`src/rtl/guess_pkg.sv`:
```
`default_nettype none
// ---------------------------------------------------------------------------
// guess_pkg : shared state and walk-direction types for guess_fsm_multi
// Rev 1.0
// ---------------------------------------------------------------------------
package guess_pkg;

   typedef enum logic [1:0] {
      RUN  = 2'd0,
      WIN  = 2'd1,
      LOSE = 2'd2
   } state_t;

   typedef enum logic {
      UP   = 1'b0,
      DOWN = 1'b1
   } dir_t;

endpackage
`default_nettype wire

```
`src/rtl/guess_fsm_multi_tick_gen.sv`:
```
`default_nettype none
// ---------------------------------------------------------------------------
// tick_gen : free-running divider, one-cycle tick every TICK_DIV enabled cycles
// Rev 1.0
// ---------------------------------------------------------------------------
module tick_gen #(
   parameter int TICK_DIV = 25_000_000
) (
   input  logic clk,
   input  logic rst,
   input  logic en,
   input  logic clr,
   output logic tick
);

   localparam int               c_cnt_w = (TICK_DIV > 1) ? $clog2(TICK_DIV) : 1;
   localparam logic [c_cnt_w-1:0] c_last  = c_cnt_w'(TICK_DIV - 1);
   localparam logic [c_cnt_w-1:0] c_one   = c_cnt_w'(1);

   logic [c_cnt_w-1:0] r_cnt;

   always_ff @(posedge clk or negedge rst) begin
      if (!rst) begin
         r_cnt <= '0;
      end else if (clr) begin
         r_cnt <= '0;
      end else if (en) begin
         if (r_cnt == c_last) begin
            r_cnt <= '0;
         end else begin
            r_cnt <= r_cnt + c_one;
         end
      end
   end

   assign tick = en & (r_cnt == c_last);

endmodule
`default_nettype wire

```
`src/rtl/guess_fsm_multi.sv`:
```
`default_nettype none
// ---------------------------------------------------------------------------
// guess_fsm_multi : walking-LED button guess game with walk modes and scores
// Rev 1.0
// ---------------------------------------------------------------------------
module guess_fsm_multi
   import guess_pkg::*;
#(
   parameter int N        = 4,
   parameter int TICK_DIV = 25_000_000,
   parameter int CNT_W    = 8
) (
   input  logic             clk,
   input  logic             rst,
   input  logic             en,
   input  logic             mode,
   input  logic [N-1:0]     in,
   output logic [N-1:0]     y,
   output logic             win,
   output logic             lose,
   output logic [CNT_W-1:0] win_cnt,
   output logic [CNT_W-1:0] lose_cnt
);

   localparam int                 c_pos_w   = (N > 1) ? $clog2(N) : 1;
   localparam logic [c_pos_w-1:0] c_pos_last = c_pos_w'(N - 1);
   localparam logic [c_pos_w-1:0] c_pos_one  = c_pos_w'(1);
   localparam logic [N-1:0]       c_y_base   = N'(1);
   localparam logic [CNT_W-1:0]   c_cnt_max  = '1;
   localparam logic [CNT_W-1:0]   c_cnt_one  = CNT_W'(1);

   logic [N-1:0]       r_sync1;
   logic [N-1:0]       r_in_s;
   logic [N-1:0]       r_in_p;
   state_t             r_state;
   dir_t               r_dir;
   logic [c_pos_w-1:0] r_pos;
   logic [N-1:0]       r_y;
   logic               r_win;
   logic               r_lose;
   logic [CNT_W-1:0]   r_win_cnt;
   logic [CNT_W-1:0]   r_lose_cnt;

   logic               w_press;
   logic               w_released;
   logic               w_tick;
   logic               w_tick_en;
   logic               w_clr;
   logic [c_pos_w-1:0] w_pos_nxt;
   dir_t               w_dir_nxt;
   logic [N-1:0]       w_y_nxt;

   // Synchroniser and the press-edge history keep running while disabled so
   // that WIN/LOSE can still exit on button release.
   always_ff @(posedge clk or negedge rst) begin
      if (!rst) begin
         r_sync1 <= '0;
         r_in_s  <= '0;
         r_in_p  <= '0;
      end else begin
         r_sync1 <= in;
         r_in_s  <= r_sync1;
         r_in_p  <= r_in_s;
      end
   end

   assign w_press    = en & (|r_in_s) & ~(|r_in_p);
   assign w_released = ~(|r_in_s);
   assign w_tick_en  = en & (r_state == RUN);
   assign w_clr      = (r_state != RUN) & w_released;

   tick_gen #(
      .TICK_DIV (TICK_DIV)
   ) u_tick_gen (
      .clk  (clk),
      .rst  (rst),
      .en   (w_tick_en),
      .clr  (w_clr),
      .tick (w_tick)
   );

   always_comb begin
      w_pos_nxt = r_pos;
      w_dir_nxt = UP;
      if (!mode) begin
         w_pos_nxt = (r_pos == c_pos_last) ? '0 : (r_pos + c_pos_one);
         w_dir_nxt = UP;
      end else if (r_dir == UP) begin
         if (r_pos == c_pos_last) begin
            w_pos_nxt = r_pos - c_pos_one;
            w_dir_nxt = DOWN;
         end else begin
            w_pos_nxt = r_pos + c_pos_one;
            w_dir_nxt = UP;
         end
      end else begin
         if (r_pos == '0) begin
            w_pos_nxt = c_pos_one;
            w_dir_nxt = UP;
         end else begin
            w_pos_nxt = r_pos - c_pos_one;
            w_dir_nxt = DOWN;
         end
      end
      w_y_nxt = c_y_base << w_pos_nxt;
   end

   always_ff @(posedge clk or negedge rst) begin
      if (!rst) begin
         r_state    <= RUN;
         r_dir      <= UP;
         r_pos      <= '0;
         r_y        <= c_y_base;
         r_win      <= 1'b0;
         r_lose     <= 1'b0;
         r_win_cnt  <= '0;
         r_lose_cnt <= '0;
      end else begin
         case (r_state)
            RUN: begin
               if (!mode) begin
                  r_dir <= UP;
               end
               // A press wins over a coincident tick and is judged on the current LED.
               if (w_press) begin
                  if (r_in_s == r_y) begin
                     r_state <= WIN;
                     r_y     <= '1;
                     r_win   <= 1'b1;
                     if (r_win_cnt != c_cnt_max) begin
                        r_win_cnt <= r_win_cnt + c_cnt_one;
                     end
                  end else begin
                     r_state <= LOSE;
                     r_y     <= '0;
                     r_lose  <= 1'b1;
                     if (r_lose_cnt != c_cnt_max) begin
                        r_lose_cnt <= r_lose_cnt + c_cnt_one;
                     end
                  end
               end else if (w_tick) begin
                  r_pos <= w_pos_nxt;
                  r_dir <= w_dir_nxt;
                  r_y   <= w_y_nxt;
               end
            end
            WIN, LOSE: begin
               if (w_released) begin
                  r_state <= RUN;
                  r_pos   <= '0;
                  r_dir   <= UP;
                  r_y     <= c_y_base;
                  r_win   <= 1'b0;
                  r_lose  <= 1'b0;
               end
            end
            default: begin
               r_state <= RUN;
               r_pos   <= '0;
               r_dir   <= UP;
               r_y     <= c_y_base;
               r_win   <= 1'b0;
               r_lose  <= 1'b0;
            end
         endcase
      end
   end

   assign y        = r_y;
   assign win      = r_win;
   assign lose     = r_lose;
   assign win_cnt  = r_win_cnt;
   assign lose_cnt = r_lose_cnt;

endmodule
`default_nettype wire

```
`config.mk`:
```
export PLATFORM = sky130hd
export DESIGN_NAME = guess_fsm_multi
export DESIGN_NICKNAME = d
export VERILOG_FILES = /design/src/rtl/guess_pkg.sv /design/src/rtl/guess_fsm_multi_tick_gen.sv /design/src/rtl/guess_fsm_multi.sv
export SDC_FILE = /design/constraint.sdc
export NUM_CORES = 1
export LEC_CHECK = 0
export BUFFER_PORTS_ARGS = -buffer_cell sky130_fd_sc_hd__buf_2
export CAP_MARGIN = 0
export CORE_MARGIN = 3
export CORE_UTILIZATION = 55
export CTS_BUF_LIST = sky130_fd_sc_hd__clkbuf_2
export DETAILED_ROUTE_END_ITERATION = 12
export GPL_ROUTABILITY_DRIVEN = 1
export HOLD_SLACK_MARGIN = 0.05
export PLACE_DENSITY = 0.83
export SETUP_SLACK_MARGIN = 0.1
export SLEW_MARGIN = 40
export SYNTH_ARGS = -nofsm -noshare
export SYNTH_HDL_FRONTEND = slang
export SYNTH_HIERARCHICAL = 1
export SYNTH_SLANG_ARGS = --single-unit
```
`constraint.sdc`:
```
create_clock -name clk -period 2.3 [get_ports clk]
set_clock_uncertainty 0.05 [all_clocks]
set_input_delay 0.115 -clock clk [delete_from_list [all_inputs] [get_ports clk]]
set_output_delay 0.115 -clock clk [all_outputs]
set_load 0.1 [all_outputs]
```
==> flow_metrics.tcl, run 1 <==
set metrics [dict create \
    synth.top_cell.area_share_pct 46.0 \
    worst_pin_slew_ns 0.647 \
    slew_headroom_pct 56.8 \
    grt_usage_pct 22.8 \
    synth_cell_types 68 \
    via_per_inst 6.26 \
    slowest_stage "dfrtp_1" \
    fin_cells 467 \
    holdWs_ns 0.0742 \
    area.sequential_um2 1620 \
    nFillCells 438 \
    insertedDiodeCount 0 \
    async_flop_share_pct 100 \
    antenna_found_initial 0 \
    fin_ws_ns 0.0945 \
    criticalPathCategory "reg2reg" \
    max_freq_mhz 453 \
    root_buffer "clkbuf_2" \
    critical_path_buf_inv_count 0 \
    crit_path_max_incr_delay_ns 0.46 \
    period_minus_slack_ns 2.21 \
    multi_input_area_um2 1780 \
    grt_max_degree 30 \
    cp_top_family "simple AND/OR/NAND/NOR gates" \
    route.detailed.drc 0 \
    hold_class "in2reg" \
    ys_ff_latch 64 \
    h-tree-depth 3 \
    finalSetupTns_ns 0 \
    max_cap_viol_count 0 \
    cts_tree "done" \
    drtPass1Iterations 5 \
    die_x_um 84.9 \
    ys_seq_area_share_pct 46.8 \
    path_cells "ha_4, nand4_4, nor4_4, nand2_2, nor2_4, nor2_4, a21o_4, mux2_4" \
    row_count 28 \
    grt_overflow 0 \
    syn-cell-area_um2 3430 \
    hold_start "en" \
    synth_fp_nets 351 \
    io_pins 30 \
    final_max_slew_viol_count 0 \
    grt_pass1_vias 2744 \
    min_path_cells 4 \
    worstSetupEndpointType "flip-flop" \
    startpoint_type "flip-flop" \
    min_to "r_dir" \
    outcome "completed" \
    cts.sinks 64 \
    drt_iter0_markers 187 \
    die_y_um 84.9 \
    ys.flop_type "dfrtp_1" \
    clock_latency_ns 0.51 \
    gp_congestion 0.906 \
    yosys_warnings 6 \
    p_leak_uw 0.00182 \
    syn_area_per_cell_um2 10.2 \
    drive_gt1_share_pct 27.6 \
    cts_buffers 9 \
    layout.nets 403 \
    setup-violations-final 0 \
    die_area_um2 7210 \
    r2r-end "y[0]" \
    placed_cells 439 \
    hold_viol 0 \
    worstPathArrival_ns 2.61 \
    grt_pass1_wl_um 13200 \
    antenna_left 0 \
    rr_startpoint "u_tick_gen/r_cnt[1]" \
    crit_top_cell "nor2_4" \
    synthToLayoutAreaGrowth_pct 18.7 \
    post_dp_cell_area_um2 3740 \
    power.density_nw_per_um2 858 \
    dp_hpwl_um 5380 \
    synth_commonest_cells "dfrtp_1, a21oi_1, nand2_1, nand3_1, o21ai_0" \
    numPortBuffers 29 \
    fp.coreArea_um2 5990 \
    start_util_pct 57.2 \
    crit_fanout 6 \
    fin_crit_sh_pct 95.9 \
    syn_inst 335 \
    rrSetupSlack_ns 0.09 \
    synth_enable_flop_cells 0 \
    synth_top_area_cell "dfrtp_1" \
    synth_area_leaders "dfrtp_1, a21oi_1, nand3_1" \
    max-vdd-ir-drop_mv 0.659 \
    synth_most_common_cell "dfrtp_1" \
    dp_slack_ns 0.113 \
    vias 2923 \
    drt-total-wl_um 7950 \
    clk_pin_slew_worst_paths_ns 0.19 \
    reg2reg_depth 8 \
    required_ns 2.71 \
    drt-wirelength-per-cell_um 17.0 \
    cp-startpoint "u_tick_gen/r_cnt[1]" \
    cts_buffer_depth 2 \
    stdcell_area_um2 4070 \
    rsz0062_at_grt "true" \
]
## cell families after synthesis
group / count (synthesis) / share of synthesized area, %
compound gates: 77 / 14.5
xor+xnor: 19 / 4.86
fa+ha+maj: 8 / 2.92
buf+inv: 25 / 3.36
flops: 64 / 46.8
mux: 6 / 2.12
simple gates: 136 / 25.4
## metal layers
metal / wire [um] / GRT usage, % / share of wire [%]
met3: 507 / 5.24 / 6.4
met5: 0 / 0 / 0
met4: 154 / 8.78 / 1.9
met1: 3450 / 31.6 / 43
met2: 3840 / 34.9 / 48
## cell usage in the layout (no fill, tap or decap), drive strengths merged, types with 11 or more instances in the layout
master | synthesis | layout
dfrtp | 63 | 63
buf | 5 | 48
nand3 | 25 | 25
a21oi | 24 | 24
nand2 | 24 | 24
o21ai | 21 | 21
nor2 | 16 | 16
inv | 12 | 13
nor3 | 12 | 12
xnor2 | 11 | 11
nand4 | 11 | 11
## flip-flops by register name (all words and copies together), names as in the netlist
name              flops
r_sync1               4
lose_cnt              8
r_pos                 2
u_tick_gen/r_cnt     25
win                   1
y                     4
r_in_s                4
r_in_p                4
r_state               2
win_cnt               8
r_dir                 1
lose                  1
## per-stage QoR
stage,power (uW),util (%)
2_1_floorplan,2330,-
3_3_place_gp,2540,62.4
3_5_place_dp,2570,62.4
4_1_cts,3460,66.1
5_1_grt,3670,67.9
6_report,3490,67.9
## worst max-delay path by stage
stage                      endpoint  slack (ns)  depth (start not counted)
2_1_floorplan                  y[0]        0.07                         12
3_5_place_dp   u_tick_gen/r_cnt[24]        0.11                          6
5_1_grt        u_tick_gen/r_cnt[13]       -0.01                          8
3_3_place_gp   u_tick_gen/r_cnt[24]        0.15                          6
4_1_cts        u_tick_gen/r_cnt[23]        0.15                          5
6_report                       y[0]        0.09                          8
## layout make-up
class | instances | share of cell area [%]
Multi-Input combinational cell | 246 | 43.8
Sequential cell | 64 | 39.8
Timing Repair Buffer | 54 | 9.16
Clock inverter | 6 | 2.61
Tap cell | 75 | 2.31
Clock buffer | 10 | 1.23
Inverter | 12 | 1.11
## what timing repair did
action / 4_1_cts / 5_1_grt
hold buffers: 6 / 0
resized for setup: 1 / 11
setup endpoints to repair: 7 / 24
buffers inserted: 0 / 6
pin swaps: 1 / 7
endpoints found under the hold margin: 33 / 0
## tightest hold or removal path, delay by kind of cell
family | cells | cell delay, ns
buffers and inverters | 1 | 0.11
AOI/OAI and AO/OA | 2 | 0.20
and+or+nand+nor | 1 | 0.17
## report_power, final
part | total, uW | internal [uW] | switching, uW
Combinational | 1180 | 341 | 843
Clock | 889 | 471 | 418
Sequential | 1420 | 1270 | 152
Total | 3490 | 2080 | 1410
No activity file was read; power rests on OpenSTA's default activity.
==> run 2: changes to the inputs <==
- ABC_AREA: not set -> 1
==> flow_metrics.tcl, run 2 <==
set metrics [dict create \
    worstPathArrival_ns 2.34 \
    fp.coreArea_um2 6390 \
    cts_tree "done" \
    synth_enable_flop_cells 0 \
    power.density_nw_per_um2 921 \
    numPortBuffers 29 \
    h-tree-depth 3 \
    synth_top_area_cell "dfrtp_1" \
    synth_cell_types 29 \
    regMostFlops "u_tick_gen/r_cnt" \
    fin_crit_sh_pct 88.5 \
    syn_inst 489 \
    layout_common_cells "nand2_1, nor2_1, dfrtp_1, inv_1, nand3_1" \
    syn_area_per_cell_um2 7.48 \
    setup-violations-final 0 \
    layout_commonest_cell "nand2_1" \
    largest_register_ffs 25 \
    ys_ff_latch 64 \
    layout.nets 553 \
    via_per_inst 5.17 \
    row_count 29 \
    drt_iter0_markers 251 \
    worst_pin_slew_ns 0.488 \
    grt_max_degree 65 \
    grt_pass1_wl_um 13200 \
    drive_gt1_share_pct 14.4 \
    outcome "completed" \
    worstSetupEndpointType "flip-flop" \
    start_util_pct 57.3 \
    clock_latency_ns 0.49 \
    yosys_warnings 6 \
    root_buffer "clkbuf_2" \
    route.detailed.drc 0 \
    ys_seq_area_share_pct 43.8 \
    vias 3203 \
    drt-total-wl_um 7680 \
    synthToLayoutAreaGrowth_pct 13.4 \
    criticalPathCategory "reg2reg" \
    slew_headroom_pct 67.7 \
    startpoint_type "flip-flop" \
    postCtsSetupRepairBufs 0 \
    cts.sinks 64 \
    die_area_um2 7660 \
    synth_commonest_cells "nand2_1, nor2_1, dfrtp_1" \
    finalSetupTns_ns 0 \
    synth_area_leaders "dfrtp_1, nand2_1, nor2_1" \
    fin_util_pct 64.9 \
    period_minus_slack_ns 2.03 \
    final_max_slew_viol_count 0 \
    drtPass1Iterations 6 \
    antenna_found_initial 0 \
    syn-cell-area_um2 3660 \
    async_flop_share_pct 100 \
    die_y_um 87.5 \
    max_freq_mhz 491 \
    grt_usage_pct 21.7 \
    insertedDiodeCount 0 \
    gp_congestion 0.889 \
    rsz0062_at_grt "true" \
    max_cap_viol_count 0 \
    clk_pin_slew_worst_paths_ns 0.18 \
    required_ns 2.60 \
    synth.top_cell.area_share_pct 43.1 \
    grt_pass1_vias 3109 \
    synth_most_common_cell "nand2_1" \
    hold_viol 0 \
    dp_hpwl_um 5560 \
    io_pins 30 \
    cts_buffers 9 \
    grt_overflow 0 \
    synth_fp_nets 505 \
    placed_cells 595 \
    p_leak_uw 0.00215 \
    max-vdd-ir-drop_mv 1.02 \
    die_x_um 87.5 \
    fin_cells 619 \
    hold_class "in2reg" \
    cts_buffer_depth 2 \
    ys.flop_type "dfrtp_1" \
    drt-wirelength-per-cell_um 12.4 \
    antenna_left 0 \
    holdWs_ns 0.200 \
    crit_fanout 6 \
]
## run 2: cell count changes after synthesis, sizes merged, moves of 6 or more
cell | before | now
a21oi | 24 | 11
and3 | 9 | 0
clkbuf | 8 | 2
inv | 12 | 53
nand2 | 24 | 170
nand3 | 25 | 46
nor2 | 16 | 79
nor3 | 12 | 5
nor4 | 10 | 1
o21ai | 21 | 13
or4 | 8 | 0
xnor2 | 11 | 4
xor2 | 8 | 16
## run 2: final timing paths
check / slack, ns / cells after the start / start / to
max in group asynchronous: 1.27 / 4 / rst / y[0]
min: 0.20 / 2 / in[2] / r_sync1[2]
min in group asynchronous: 0.62 / 4 / rst / u_tick_gen/r_cnt[22]
max reg2reg: 0.27 / 9 / r_in_s[1] / u_tick_gen/r_cnt[9]
min reg2reg: 0.32 / 0 / r_sync1[0] / r_in_s[0]
max: 0.27 / 9 / r_in_s[1] / u_tick_gen/r_cnt[9]
## run 2: cell type report
type	instances	area, um^2
inverter	53	199
sequential	64	1600
fill	531	2240
clock inverter	5	81.3
multi-input combinational	368	1840
timing repair buffer	41	268
tap	77	96.3
clock buffer	11	55.1
## run 2: cells by family (layout without fill, tap and decap cells)
family                     after synthesis  after routing  share of synthesized area, %
AOI/OAI and AO/OA                       26             26                          4.00
xor gates and xnor gates                20             20                          4.79
adders and majority gates                8              8                          2.74
buffers and inverters                   57            110                          6.16
DFF                                     64             64                          43.8
and+or+nand+nor                        314            314                          38.5
## run 2: what timing repair did
action | 4_1_cts | 5_1_grt
endpoints found under the setup margin | 1 | 6
resized for setup | 1 | 2
hold buffers | 7 | 1
hold endpoints to repair | 75 | 7
## run 2: layer usage
| metal | vias up | track usage [%] | wire [um] |
|---|---|---|---|
| li1 | 1626 | - | - |
| met1 | 1467 | 28.1 | 3500 |
| met2 | 98 | 35.8 | 3660 |
| met3 | 12 | 4.80 | 405 |
| met4 | 0 | 8.23 | 114 |
| met5 | - | 0 | 0 |
## run 2: power breakdown
| group | switching, uW | total, uW | internal [uW] |
|---|---|---|---|
| logic | 1200 | 1600 | 400 |
| clock network | 409 | 778 | 369 |
| registers | 151 | 1440 | 1290 |
| total | 1760 | 3820 | 2060 |
## run 2: worst max-delay path, stage by stage, from the launching register on
cell     delay (ns)
dfrtp_1        0.45
nor2_1         0.15
nand2_2        0.12
nor2_1         0.18
nor2_1         0.15
nor2_1         0.19
nand2_1        0.17
nor2_1         0.20
xor2_1         0.18
nor2_1         0.06
## run 2: metrics by stage
| step | setup WS (ns) | total power, uW | instance area (um^2) |
|---|---|---|---|
| after global placement | 0.202 | 2980 | 3920 |
| after detailed placement | 0.123 | 3030 | 3920 |
| after CTS | 0.254 | 3830 | 4130 |
| final | 0.265 | 3820 | 4150 |
| after global routing | 0.0817 | 4060 | 4150 |
| after floorplan | 0.145 | 2700 | 3660 |
==> run 3: changes to the inputs <==
- CORE_UTILIZATION: 55 -> 36
- PLACE_DENSITY: 0.83 -> 0.6
==> flow_metrics.tcl, run 3 (synthesized netlist as in run 2, its figures left out) <==
set metrics [dict create \
    outcome "completed" \
    layout_common_cells "nand2_1, nor2_1, dfrtp_1, inv_1, nand3_1" \
    synthToLayoutAreaGrowth_pct 16.2 \
    drt_iter0_markers 144 \
    gp_congestion 0.820 \
    rsz0062_at_grt "false" \
    max_freq_mhz 499 \
    via_per_inst 4.64 \
    die_y_um 107 \
    fin_cells 681 \
    clkPwrFrac_pct 20.3 \
    die_area_um2 11400 \
    regMostFlops "u_tick_gen/r_cnt" \
    cts_buffers 9 \
    antenna_left 0 \
    h-tree-depth 3 \
    layout.nets 559 \
    crit_path_max_incr_delay_ns 0.44 \
    start_util_pct 37.2 \
    startpoint_type "flip-flop" \
    holdWs_ns 0.207 \
    p_sw_uw 1770 \
    worstPathArrival_ns 2.39 \
    p_sw_share_pct 45.8 \
    slew_headroom_pct 66.3 \
    worstSetupEndpointType "flip-flop" \
    clock_latency_ns 0.49 \
    layout_commonest_cell "nand2_1" \
    antenna_found_initial 0 \
    io_pins 30 \
    slowest_stage "dfrtp_1" \
    row_count 36 \
    post_dp_cell_area_um2 4000 \
    stdcell_area_um2 4250 \
    fin_util_pct 43.3 \
    grt_overflow 0 \
    nFillCells 1016 \
    grt_max_degree 43 \
    hold_class "in2reg" \
    sequentialPowerShare_pct 37.3 \
    internal-power_uw 2090 \
    placed_cells 653 \
    drt-total-wl_um 7920 \
    max-vdd-ir-drop_mv 0.889 \
    clk_pin_slew_worst_paths_ns 0.19 \
    vias 3158 \
    insertedDiodeCount 0 \
    drtPass1Iterations 4 \
    largest_register_ffs 25 \
    max_cap_viol_count 0 \
    fp.coreArea_um2 9820 \
    power.density_nw_per_um2 907 \
    drt-wirelength-per-cell_um 11.6 \
    root_buffer "clkbuf_2" \
    hold_viol 0 \
    route.detailed.drc 0 \
    worst_pin_slew_ns 0.506 \
    cts.sinks 64 \
    criticalPathCategory "reg2reg" \
    grt_usage_pct 14.8 \
    crit_fanout 5 \
    cts_buffer_depth 2 \
    fin_crit_sh_pct 87.2 \
    period_minus_slack_ns 2.01 \
    final_max_slew_viol_count 0 \
    grt_pass1_vias 3010 \
    combPwrFrac_pct 42.4 \
    numPortBuffers 29 \
    p_leak_uw 0.00217 \
    die_x_um 107 \
    required_ns 2.69 \
    setup-violations-final 0 \
    grt_pass1_wl_um 13700 \
    cts_tree "done" \
    path_cells "ha_2, nand2_2, nor2_4, nand2_4, nor4_1, buf_4, nand3_1, o21ai_0, nand2_1, inv_1" \
    drive_gt1_share_pct 15.1 \
    dp_hpwl_um 5890 \
    finalSetupTns_ns 0 \
]
## run 3: path summary, 6_finish.rpt
kind / start / end / slack, ns / cells past startpoint
hold reg to reg: r_sync1[3] / r_in_s[3] / 0.32 / 0
setup / recovery: u_tick_gen/r_cnt[0] / r_dir / 0.29 / 10
min in group asynchronous: rst / u_tick_gen/r_cnt[13] / 0.60 / 3
setup reg to reg: u_tick_gen/r_cnt[0] / r_dir / 0.29 / 10
max in group asynchronous: rst / win_cnt[5] / 0.56 / 4
hold / removal: in[0] / r_sync1[0] / 0.21 / 2
## run 3: area by class of cell
cell class | count | area [um^2] | share of cell area (%)
Timing Repair Buffer | 47 | 315 | 7.42
Sequential cell | 64 | 1600 | 37.7
Clock buffer | 10 | 50.0 | 1.18
Clock inverter | 6 | 82.6 | 1.94
Multi-Input combinational cell | 368 | 1830 | 43.2
Inverter | 53 | 199 | 4.68
Tap cell | 133 | 166 | 3.92
## run 3: worst max-delay path: cells and delay by family (launching register included)
kind | cells | cell delay (ns)
AOI/OAI and AO/OA | 1 | 0.18
adders and majority gates | 1 | 0.25
buffers and inverters | 2 | 0.23
DFF | 1 | 0.44
and+or+nand+nor | 6 | 0.82
## run 3: power by group through the flow
stage / clock network (uW) / logic (uW) / registers, uW
final: 782 / 1640 / 1440
after global routing: 859 / 1800 / 1470
after CTS: 819 / 1600 / 1440
after detailed placement: 0 / 1580 / 1460
after global placement: 0 / 1560 / 1460
after floorplan: 0 / 819 / 1880
## run 3: metal layers
metal | up-vias | wire length (um) | share of wire (%) | track usage [%]
met5 | - | 0 | 0 | 0
met4 | 0 | 89 | 1.1 | 4.38
met3 | 7 | 377 | 4.8 | 3.61
met2 | 60 | 3630 | 46 | 23.8
met1 | 1451 | 3820 | 48 | 20.0
li1 | 1640 | - | - | -
## run 3: timing repair
action,CTS,global route
hold endpoints to repair,75,0
resized for setup,0,2
hold buffers,9,0
buffers inserted,0,3
setup endpoints to repair,0,5
## run 3: stage by stage
| stage | power, uW | setup slack (ns) |
|---|---|---|
| floorplan | 2700 | 0.145 |
| global placement | 3020 | 0.355 |
| detailed placement | 3040 | 0.300 |
| CTS | 3860 | 0.244 |
| global route | 4120 | 0.110 |
| finish | 3850 | 0.295 |
